`src/rtl/lut7_cfg_sched_if.sv`:
```
// rtl/lut7_cfg_sched_if.sv - config stream, lookup request and response bundle for lut7_cfg_sched
interface lut7_cfg_sched_if #(
    parameter int N     = 7,
    parameter int CFG_W = 8
);
    logic             cfg_start;
    logic             cfg_valid;
    logic [CFG_W-1:0] cfg_data;
    logic             cfg_ready;
    logic             cfg_done;
    logic             configured;
    logic             req_valid;
    logic [N-1:0]     req_addr;
    logic             req_ready;
    logic             rsp_valid;
    logic             rsp_data;
    logic             rsp_ready;

    modport master (
        output cfg_start, cfg_valid, cfg_data, req_valid, req_addr, rsp_ready,
        input  cfg_ready, cfg_done, configured, req_ready, rsp_valid, rsp_data
    );

    modport slave (
        input  cfg_start, cfg_valid, cfg_data, req_valid, req_addr, rsp_ready,
        output cfg_ready, cfg_done, configured, req_ready, rsp_valid, rsp_data
    );
endinterface

```
`src/rtl/lut7_cfg_sched.sv`:
```
// rtl/lut7_cfg_sched.sv - runtime-loadable 7-input LUT with beat loader and 2-stage lookup pipeline
module lut7_cfg_sched #(
    parameter int N     = 7,
    parameter int CFG_W = 8
) (
    input logic              CLK,
    input logic              RESETN,
    lut7_cfg_sched_if.slave  bus
);
    localparam int DEPTH  = 2 ** N;
    localparam int BEATS  = DEPTH / CFG_W;
    localparam int CNT_W  = $clog2(BEATS);
    localparam int LEAVES = DEPTH / 16;
    localparam int SEL_W  = N - 4;

    typedef enum logic [1:0] {UNCFG, LOAD, DRAIN, RUN} state_t;

    state_t             state_q, state_d;
    logic [CNT_W-1:0]   cnt_q;
    logic [DEPTH-1:0]   tbl_q;
    logic               cfg_done_q;
    logic               s1_v_q;
    logic [LEAVES-1:0]  s1_leaf_q;
    logic [SEL_W-1:0]   s1_sel_q;
    logic               s2_v_q;
    logic               s2_data_q;

    logic               cfg_xfer;
    logic               last_beat;
    logic               s2_free;
    logic               s1_free;
    logic               req_fire;
    logic [LEAVES-1:0]  leaf_d;
    logic               tree_out;

    // A restart request in LOAD takes priority over a beat offered in the same cycle.
    assign bus.cfg_ready  = (state_q == LOAD) & ~bus.cfg_start;
    assign cfg_xfer       = bus.cfg_valid & bus.cfg_ready;
    assign last_beat      = cfg_xfer & (cnt_q == CNT_W'(BEATS - 1));
    assign s2_free        = ~s2_v_q | bus.rsp_ready;
    assign s1_free        = ~s1_v_q | s2_free;
    assign bus.req_ready  = (state_q == RUN) & ~bus.cfg_start & s1_free;
    assign req_fire       = bus.req_valid & bus.req_ready;
    assign bus.configured = (state_q == RUN);
    assign bus.cfg_done   = cfg_done_q;
    assign bus.rsp_valid  = s2_v_q;
    assign bus.rsp_data   = s2_data_q;

    always_ff @(posedge CLK) begin
        if (!RESETN) begin
            state_q <= UNCFG;
        end else begin
            state_q <= state_d;
        end
    end

    always_comb begin
        state_d = state_q;
        case (state_q)
            UNCFG:   if (bus.cfg_start) state_d = LOAD;
            LOAD:    if (last_beat) state_d = RUN;
            RUN:     if (bus.cfg_start) state_d = DRAIN;
            DRAIN:   if (!s1_v_q && !s2_v_q) state_d = LOAD;
            default: state_d = UNCFG;
        endcase
    end

    // Leaf j covers table bits [16*j +: 16]; the low address nibble picks one bit from each.
    always_comb begin
        leaf_d = '0;
        for (int j = 0; j < LEAVES; j++) begin
            leaf_d[j] = tbl_q[j * 16 + int'(bus.req_addr[3:0])];
        end
    end

    always_comb begin : mux_tree
        logic [LEAVES-1:0] lvl;
        lvl = s1_leaf_q;
        for (int l = 0; l < SEL_W; l++) begin
            for (int k = 0; k < (LEAVES >> (l + 1)); k++) begin
                lvl[k] = s1_sel_q[l] ? lvl[2 * k + 1] : lvl[2 * k];
            end
        end
        tree_out = lvl[0];
    end

    always_ff @(posedge CLK) begin
        if (!RESETN) begin
            cnt_q      <= '0;
            tbl_q      <= '0;
            cfg_done_q <= 1'b0;
            s1_v_q     <= 1'b0;
            s1_leaf_q  <= '0;
            s1_sel_q   <= '0;
            s2_v_q     <= 1'b0;
            s2_data_q  <= 1'b0;
        end else begin
            cfg_done_q <= last_beat;

            if ((state_q != LOAD) && (state_d == LOAD)) begin
                cnt_q <= '0;
            end else if ((state_q == LOAD) && bus.cfg_start) begin
                cnt_q <= '0;
            end else if (cfg_xfer) begin
                cnt_q <= cnt_q + CNT_W'(1);
            end

            if (cfg_xfer) begin
                tbl_q[int'(cnt_q) * CFG_W +: CFG_W] <= bus.cfg_data;
            end

            if (s1_free) begin
                s1_v_q <= req_fire;
                if (req_fire) begin
                    s1_leaf_q <= leaf_d;
                    s1_sel_q  <= bus.req_addr[N-1:4];
                end
            end

            if (s2_free) begin
                s2_v_q <= s1_v_q;
                if (s1_v_q) begin
                    s2_data_q <= tree_out;
                end
            end
        end
    end
endmodule
```
`src/flat_wrapper.sv`:
```
// flat-port wrapper written by rule: the top's interface ports become plain ports
module lut7_cfg_sched_flat 
#(
    parameter int N     = 7,
    parameter int CFG_W = 8
)
  (CLK, RESETN, bus_cfg_start, bus_cfg_valid, bus_cfg_data, bus_req_valid, bus_req_addr, bus_rsp_ready, bus_cfg_ready, bus_cfg_done, bus_configured, bus_req_ready, bus_rsp_valid, bus_rsp_data);
  lut7_cfg_sched_if #(.N(N), .CFG_W(CFG_W)) bus_i ();
  input logic CLK;
  input logic RESETN;
  input wire logic [$bits(bus_i.cfg_start)-1:0] bus_cfg_start;
  input wire logic [$bits(bus_i.cfg_valid)-1:0] bus_cfg_valid;
  input wire logic [$bits(bus_i.cfg_data)-1:0] bus_cfg_data;
  input wire logic [$bits(bus_i.req_valid)-1:0] bus_req_valid;
  input wire logic [$bits(bus_i.req_addr)-1:0] bus_req_addr;
  input wire logic [$bits(bus_i.rsp_ready)-1:0] bus_rsp_ready;
  output wire logic [$bits(bus_i.cfg_ready)-1:0] bus_cfg_ready;
  output wire logic [$bits(bus_i.cfg_done)-1:0] bus_cfg_done;
  output wire logic [$bits(bus_i.configured)-1:0] bus_configured;
  output wire logic [$bits(bus_i.req_ready)-1:0] bus_req_ready;
  output wire logic [$bits(bus_i.rsp_valid)-1:0] bus_rsp_valid;
  output wire logic [$bits(bus_i.rsp_data)-1:0] bus_rsp_data;
  assign bus_i.cfg_start = bus_cfg_start;
  assign bus_i.cfg_valid = bus_cfg_valid;
  assign bus_i.cfg_data = bus_cfg_data;
  assign bus_i.req_valid = bus_req_valid;
  assign bus_i.req_addr = bus_req_addr;
  assign bus_i.rsp_ready = bus_rsp_ready;
  assign bus_cfg_ready = bus_i.cfg_ready;
  assign bus_cfg_done = bus_i.cfg_done;
  assign bus_configured = bus_i.configured;
  assign bus_req_ready = bus_i.req_ready;
  assign bus_rsp_valid = bus_i.rsp_valid;
  assign bus_rsp_data = bus_i.rsp_data;
  lut7_cfg_sched #(.N(N), .CFG_W(CFG_W)) u_core (.CLK(CLK), .RESETN(RESETN), .bus(bus_i));
endmodule
```
`config.mk`:
```
export PLATFORM = sky130hd
export DESIGN_NAME = lut7_cfg_sched_flat
export DESIGN_NICKNAME = d
export VERILOG_FILES = /design/src/rtl/lut7_cfg_sched_if.sv /design/src/rtl/lut7_cfg_sched.sv /design/src/flat_wrapper.sv
export SDC_FILE = /design/constraint.sdc
export NUM_CORES = 1
export LEC_CHECK = 0
export CORE_MARGIN = 8
export CORE_UTILIZATION = 30
export CTS_CLUSTER_SIZE = 10
export DETAILED_ROUTE_END_ITERATION = 8
export PLACE_DENSITY_LB_ADDON = 0.08
export SLEW_MARGIN = 10
export SYNTH_ARGS = -nofsm -noshare
export SYNTH_HDL_FRONTEND = slang
export SYNTH_SLANG_ARGS = --single-unit
```
`constraint.sdc`:
```
create_clock -name CLK -period 5.9 [get_ports CLK]
set_input_delay 0.885 -clock CLK [delete_from_list [all_inputs] [get_ports CLK]]
set_output_delay 0.885 -clock CLK [all_outputs]
set_load 0.02 [all_outputs]
```
Word level (Yosys, flattened, before mapping)
Index checks and enable logic that the tools add are counted.
{"block": "totals", "reg_bits": 149, "in_bits": 21, "wordCells": 91}
{"block": "classes", "add_sub_neg": 9, "magnitude_cmp": 8, "eq_ne": 6, "shifts": 2, "n_mux": 36, "bitwise": 12, "reduce_logical": 9}
{"cell": "$lt 32x9->1 const B", "n": 7}
{"cell": "$bwmux 128", "n": 1}
{"cell": "$shift 8x33->128 const A", "n": 1}
{"cell": "$shiftx 8x33->128", "n": 1}
{"cell": "$bmux 1 s7", "n": 7}
{"cell": "$neg 7->33", "n": 1}
{"cell": "$add 7x4->8 const A", "n": 4}
{"cell": "$mux 1", "n": 22}
{"cell": "$add 6x4->7 const A", "n": 2}
{"cell": "$lt 4x8->1 const B", "n": 1}
{"cell": "$mux 2", "n": 4}
{"cell": "$pmux 2 s4", "n": 1}
{"cell": "$add 5x4->6 const A", "n": 1}
{"cell": "$and 1x1->1", "n": 6}
{"cell": "$add 4x1->4 const B", "n": 1}
{"cell": "$bmux 1 s4", "n": 1}
{"cell": "$eq 2x1->1 const B", "n": 2}
{"cell": "$eq 2x2->1 const B", "n": 2}
{"cell": "$eq 4x4->1 const B", "n": 1}
{"cell": "$not 1->1", "n": 4}
{"cell": "$reduce_and 2->1", "n": 2}
{"cell": "$logic_and 1x1->1", "n": 3}
{"cell": "$reduce_or 3->1", "n": 1}
{"cell": "$logic_not 1->1", "n": 2}
{"cell": "3 further kinds", "n": 4}

Depth between registers and ports, before layout
{"block": "depth", "ltp_word": 9, "ltp_mapped": 10, "ltp_nobuf": 6}

Least setup slack after synthesis
No wires, ideal clock.
{"block": "synth_timing", "path_kind": "flip-flop to flip-flop", "startpoint": "register u_core.cnt_q[0]", "endpoint": "register u_core.tbl_q[100]", "setup_ns": 0.075, "t_arrival_ns": 2.665, "required_time_ns": 5.825, "slack_ns": 3.160, "stages_incl_launch_ff": 10, "n_path_buf": 4, "period_less_slack_ns": 2.740, "path_cell_list": "dfxtp_1 -> buf_2 -> clkbuf_1 -> buf_1 -> inv_1 -> ha_1 -> clkbuf_1 -> nor4_1 -> nand2_1 -> mux2i_1"}
{"block": "synth_via", "elab_chain_len": 3}
{"item": "from (decl)", "line_no": "lut7_cfg_sched.sv:19", "rtl": "logic [CNT_W-1:0] cnt_q;"}
{"item": "from (signal assigned)", "line_no": "lut7_cfg_sched.sv:105", "rtl": "cnt_q <= cnt_q + CNT_W'(1);"}
{"item": "$neg 7->33 (*)", "line_no": "lut7_cfg_sched.sv:109", "rtl": "tbl_q[int'(cnt_q) * CFG_W +: CFG_W] <= bus.cfg_data;"}
{"item": "$shiftx 8x33->128 / $shift 8x33->128 (equally long branches)", "line_no": "lut7_cfg_sched.sv:109"}
{"item": "$bwmux 128 (*)", "line_no": "lut7_cfg_sched.sv:109"}
{"item": "to (signal, indexed assignment)", "line_no": "lut7_cfg_sched.sv:109"}
{"item": "to (decl)", "line_no": "lut7_cfg_sched.sv:20", "rtl": "logic [DEPTH-1:0] tbl_q;"}
Every way passes the cells marked *; elsewhere a longest branch is shown, timed or not.
A chain may end at the register's enable or synchronous reset.

Worst setup path in the final report
{"block": "layout_timing", "startpoint": "input bus_cfg_start", "endpoint": "output bus_req_ready"}
{"block": "layout_via", "elab_chain_len": 3}
{"item": "from (decl)", "line_no": "flat_wrapper.sv:11", "rtl": "input wire logic [$bits(bus_i.cfg_start)-1:0] bus_cfg_start;"}
{"item": "$not 1->1", "line_no": "lut7_cfg_sched.sv:42", "rtl": "assign bus.req_ready = (state_q == RUN) & ~bus.cfg_start & s1_free;"}
{"item": "$and 1x1->1 (2 in a row)", "line_no": "lut7_cfg_sched.sv:42"}
{"item": "to (decl)", "line_no": "flat_wrapper.sv:20", "rtl": "output wire logic [$bits(bus_i.req_ready)-1:0] bus_req_ready;"}
Every way passes these cells.

==> results.md <==
- Crit path DAT: 2.34 ns
- FFs w/ async S/R, synth: 0
- Post-Route Utilization: 0.355
- Reg2reg path depth: 6
- First-pass GRT wire length: between 30000 and 40000 microns
- Status: finished, final reports clean
- Mean Syn Cell Area: 10.1 sq um
- RePlAce Congestion: 0.765
- Wire length per cell: 20.8 microns
- WS Path Type: input port to output pin
- Hold crit path type: flip-flop to flip-flop
- CTS max path bufs: 2
- WHS Path Cells: 2
- Fin nets: 737
- GRT Util Overall: 0.154
- Die Height: 171 microns
- CTS tree: done
- Register area share after synthesis: 0.414
- Share of layout cells above drive strength 1: 0.163
- Post-CTS Resized: 0
- # diodes: 0
- Fin Setup TNS: 0 ns
- Hold Crit Endpoint: u_core.tbl_q[9]
- Crit path time final: 3.23 ns
- Lkg Pwr: 3.21 nW
- I/O Pins: 27
- Largest net degree at the start of global routing: 85
- Root Buffer: clkbuf_16
- Reg2reg start: u_core.cnt_q[0]
- Met2 WL post-DR: 10400 microns
- Antenna viol nets, final: 0
- Cell Pwr Density: 273 nW/um^2
- Area after DPL: between 7000 and 8000 sq um
- Yosys warnings: 0
- Core footprint: 23500 sq um
- Die Width: between 150 and 200 microns
- Area Growth Syn to Fin: 16.0%
- Most frequent cells in the layout: dfxtp_1 (149), nand2_1 (139), mux2i_1 (132), mux4_2 (34), nand4_1 (28)
- Final setup viols: 0
- Row count: 56
- Final Max Tran Viols: 0
- Hold_buf cts: 0
- Synth Instances: 711
- HPWL after DPL: 14400 microns
- Final Hold Fails: 0
- Antenna violations before repair: 0
- Actual slew at the worst max-slew pin: 1.13 ns
- Vias per inst: 5.16
- DRT Wirelength: 21700 microns
- DR pass1 iterations: 5
- Worst r2r dst: u_core.tbl_q[73]
- DP Cell Count: 1013
- Flop-to-flop setup slack: 2.70 ns
- Fmax: 0.310 GHz
- Most common cell after layout, fill and taps aside: dfxtp_1
- Netlist cell types: 50
- CTS Buf Count: 17
- Highest metal used: met4
- Startpoint types: input port
- Final clock skew: ~0.013 ns
- IO buf count: 26
- Vias in the first global route: 5531
- Initial DRC count: 313
- Syn_nets: 735
- Flop and latch count out of synthesis: 149
- Worst VDD drop: 0.167 mV
- Slew headroom: 0.241
- RSZ-0062 raised after global routing: false
- Element type at the critical path end: output pin
- Setup Buffers After CTS: 0
- Mapped Area: 7200 sq um
- Fin area: 8360 sq um
- CP max FO: 4
- Post-synth EDFFs: 0
- Finished Layout Cells: 1045
- Met1 wire length: 10300 microns
- Ys flop type: dfxtp_1
- Total grt overflow: 0
- Hold Path Origin: u_core.tbl_q[9]
- H-tree levels: 4
- Worst-Skew Late Latency: 0.43 ns
- Setup ws final: approximately 2.7 ns
- Die ar.: approximately 30000 sq um
- Clk slew on worst S/H paths: 0.06 ns
- Starting density of the core: 0.306
- Metal3 WL: 682 microns
- Fillers: 2395
- Crit share post-route: 0.547
- Via count: 5389
- Critical Path RT: about 5 ns
- # DRC: 0
- MaxCap Viol Count: 0
- Pre-CTS WS: 2.44 ns
- Clock Sinks: 149
## sequential cells by signal (all words and copies together) (netlist names)
signal                cells
u_core.bus.cfg_done       1
u_core.s1_leaf_q          8
u_core.s1_v_q             1
u_core.bus.rsp_valid      1
u_core.bus.rsp_data       1
u_core.cnt_q              4
u_core.tbl_q            128
u_core.s1_sel_q           3
u_core.state_q            2
## cell usage after synthesis (2+ instances only)
master | number | area share
a211oi_1 | 2 | 0.0021
a21oi_1 | 21 | 0.015
a31o_2 | 8 | 0.0097
and2_1 | 4 | 0.0035
buf_1 | 5 | 0.0026
buf_2 | 12 | 0.0083
clkbuf_1 | 39 | 0.020
dfxtp_1 | 149 | 0.41
ha_1 | 3 | 0.0052
inv_1 | 7 | 0.0036
mux2i_1 | 132 | 0.18
mux4_2 | 34 | 0.11
nand2_1 | 139 | 0.072
nand2b_1 | 5 | 0.0043
nand3_1 | 17 | 0.012
nand3_2 | 5 | 0.0069
nand4_1 | 28 | 0.024
nand4_2 | 4 | 0.0069
nand4b_1 | 8 | 0.0097
nor2_1 | 12 | 0.0063
nor2_4 | 2 | 0.0031
nor2b_1 | 6 | 0.0052
nor3_1 | 4 | 0.0028
nor3_4 | 3 | 0.0068
o21ai_0 | 19 | 0.013
o22ai_1 | 8 | 0.0069
or2_2 | 2 | 0.0017
or3_1 | 9 | 0.0078
xnor2_1 | 3 | 0.0036
## through the flow
step                      hold WS (ns)  power [mW]
after global placement           0.442        1.14
final                            0.456        2.29
after floorplan                  0.432        1.09
after global routing             0.466        2.36
after detailed placement         0.447        1.14
after CTS                        0.459        2.31
## kinds of logic (layout without fill, tap and decap cells)
| logic type | count (synthesis) | in the layout | synth area share |
|---|---|---|---|
| compound gates | 66 | 66 | 0.0587 |
| xor+xnor | 5 | 5 | 0.00869 |
| fa+ha+maj | 3 | 3 | 0.00521 |
| buf+inv | 65 | 80 | 0.0375 |
| flops | 149 | 149 | 0.414 |
| mux | 166 | 166 | 0.290 |
| simple gates | 257 | 257 | 0.186 |
## power by group
part	internal (mW)	total [mW]	switching, mW
clock network	0.711	1.17	0.460
logic	0.0359	0.106	0.0705
registers	1.01	1.01	0.00123
total	1.75	2.29	0.531
## layer usage
layer | vias to the layer above | GRT usage
met1 | 2688 | 0.200
met3 | 18 | 0.0302
met5 | - | 0
met4 | 0 | 0.0461
li1 | 2584 | -
met2 | 99 | 0.254
## layout make-up
class                           count  area [sq um]  area share
Clock buffer                       17           425      0.0509
Clock inverter                     15           206      0.0247
Inverter                            7          26.3     0.00314
Multi-Input combinational cell    497          3950       0.473
Sequential cell                   149          2980       0.357
Tap cell                          319           399      0.0478
Timing Repair Buffer               41           365      0.0437
## critical path: stages
cell             delay (ns)
clkdlybuf4s50_1        0.44
and3b_1                0.28
and2_1                 0.14
clkdlybuf4s50_1        0.60
## worst max path at each step
stage	slack, ns	end	from	cells past startpoint
after detailed placement	2.44	u_core.tbl_q[103]	RESETN	6
after floorplan	3.16	u_core.tbl_q[100]	u_core.cnt_q[0]	9
after global routing	2.45	u_core.tbl_q[15]	u_core.cnt_q[0]	6
after global placement	2.46	u_core.tbl_q[103]	RESETN	6
final	2.67	bus_req_ready	bus_cfg_start	4
after CTS	2.66	bus_req_ready	bus_cfg_start	4
(Power assumes the default switching activity.)
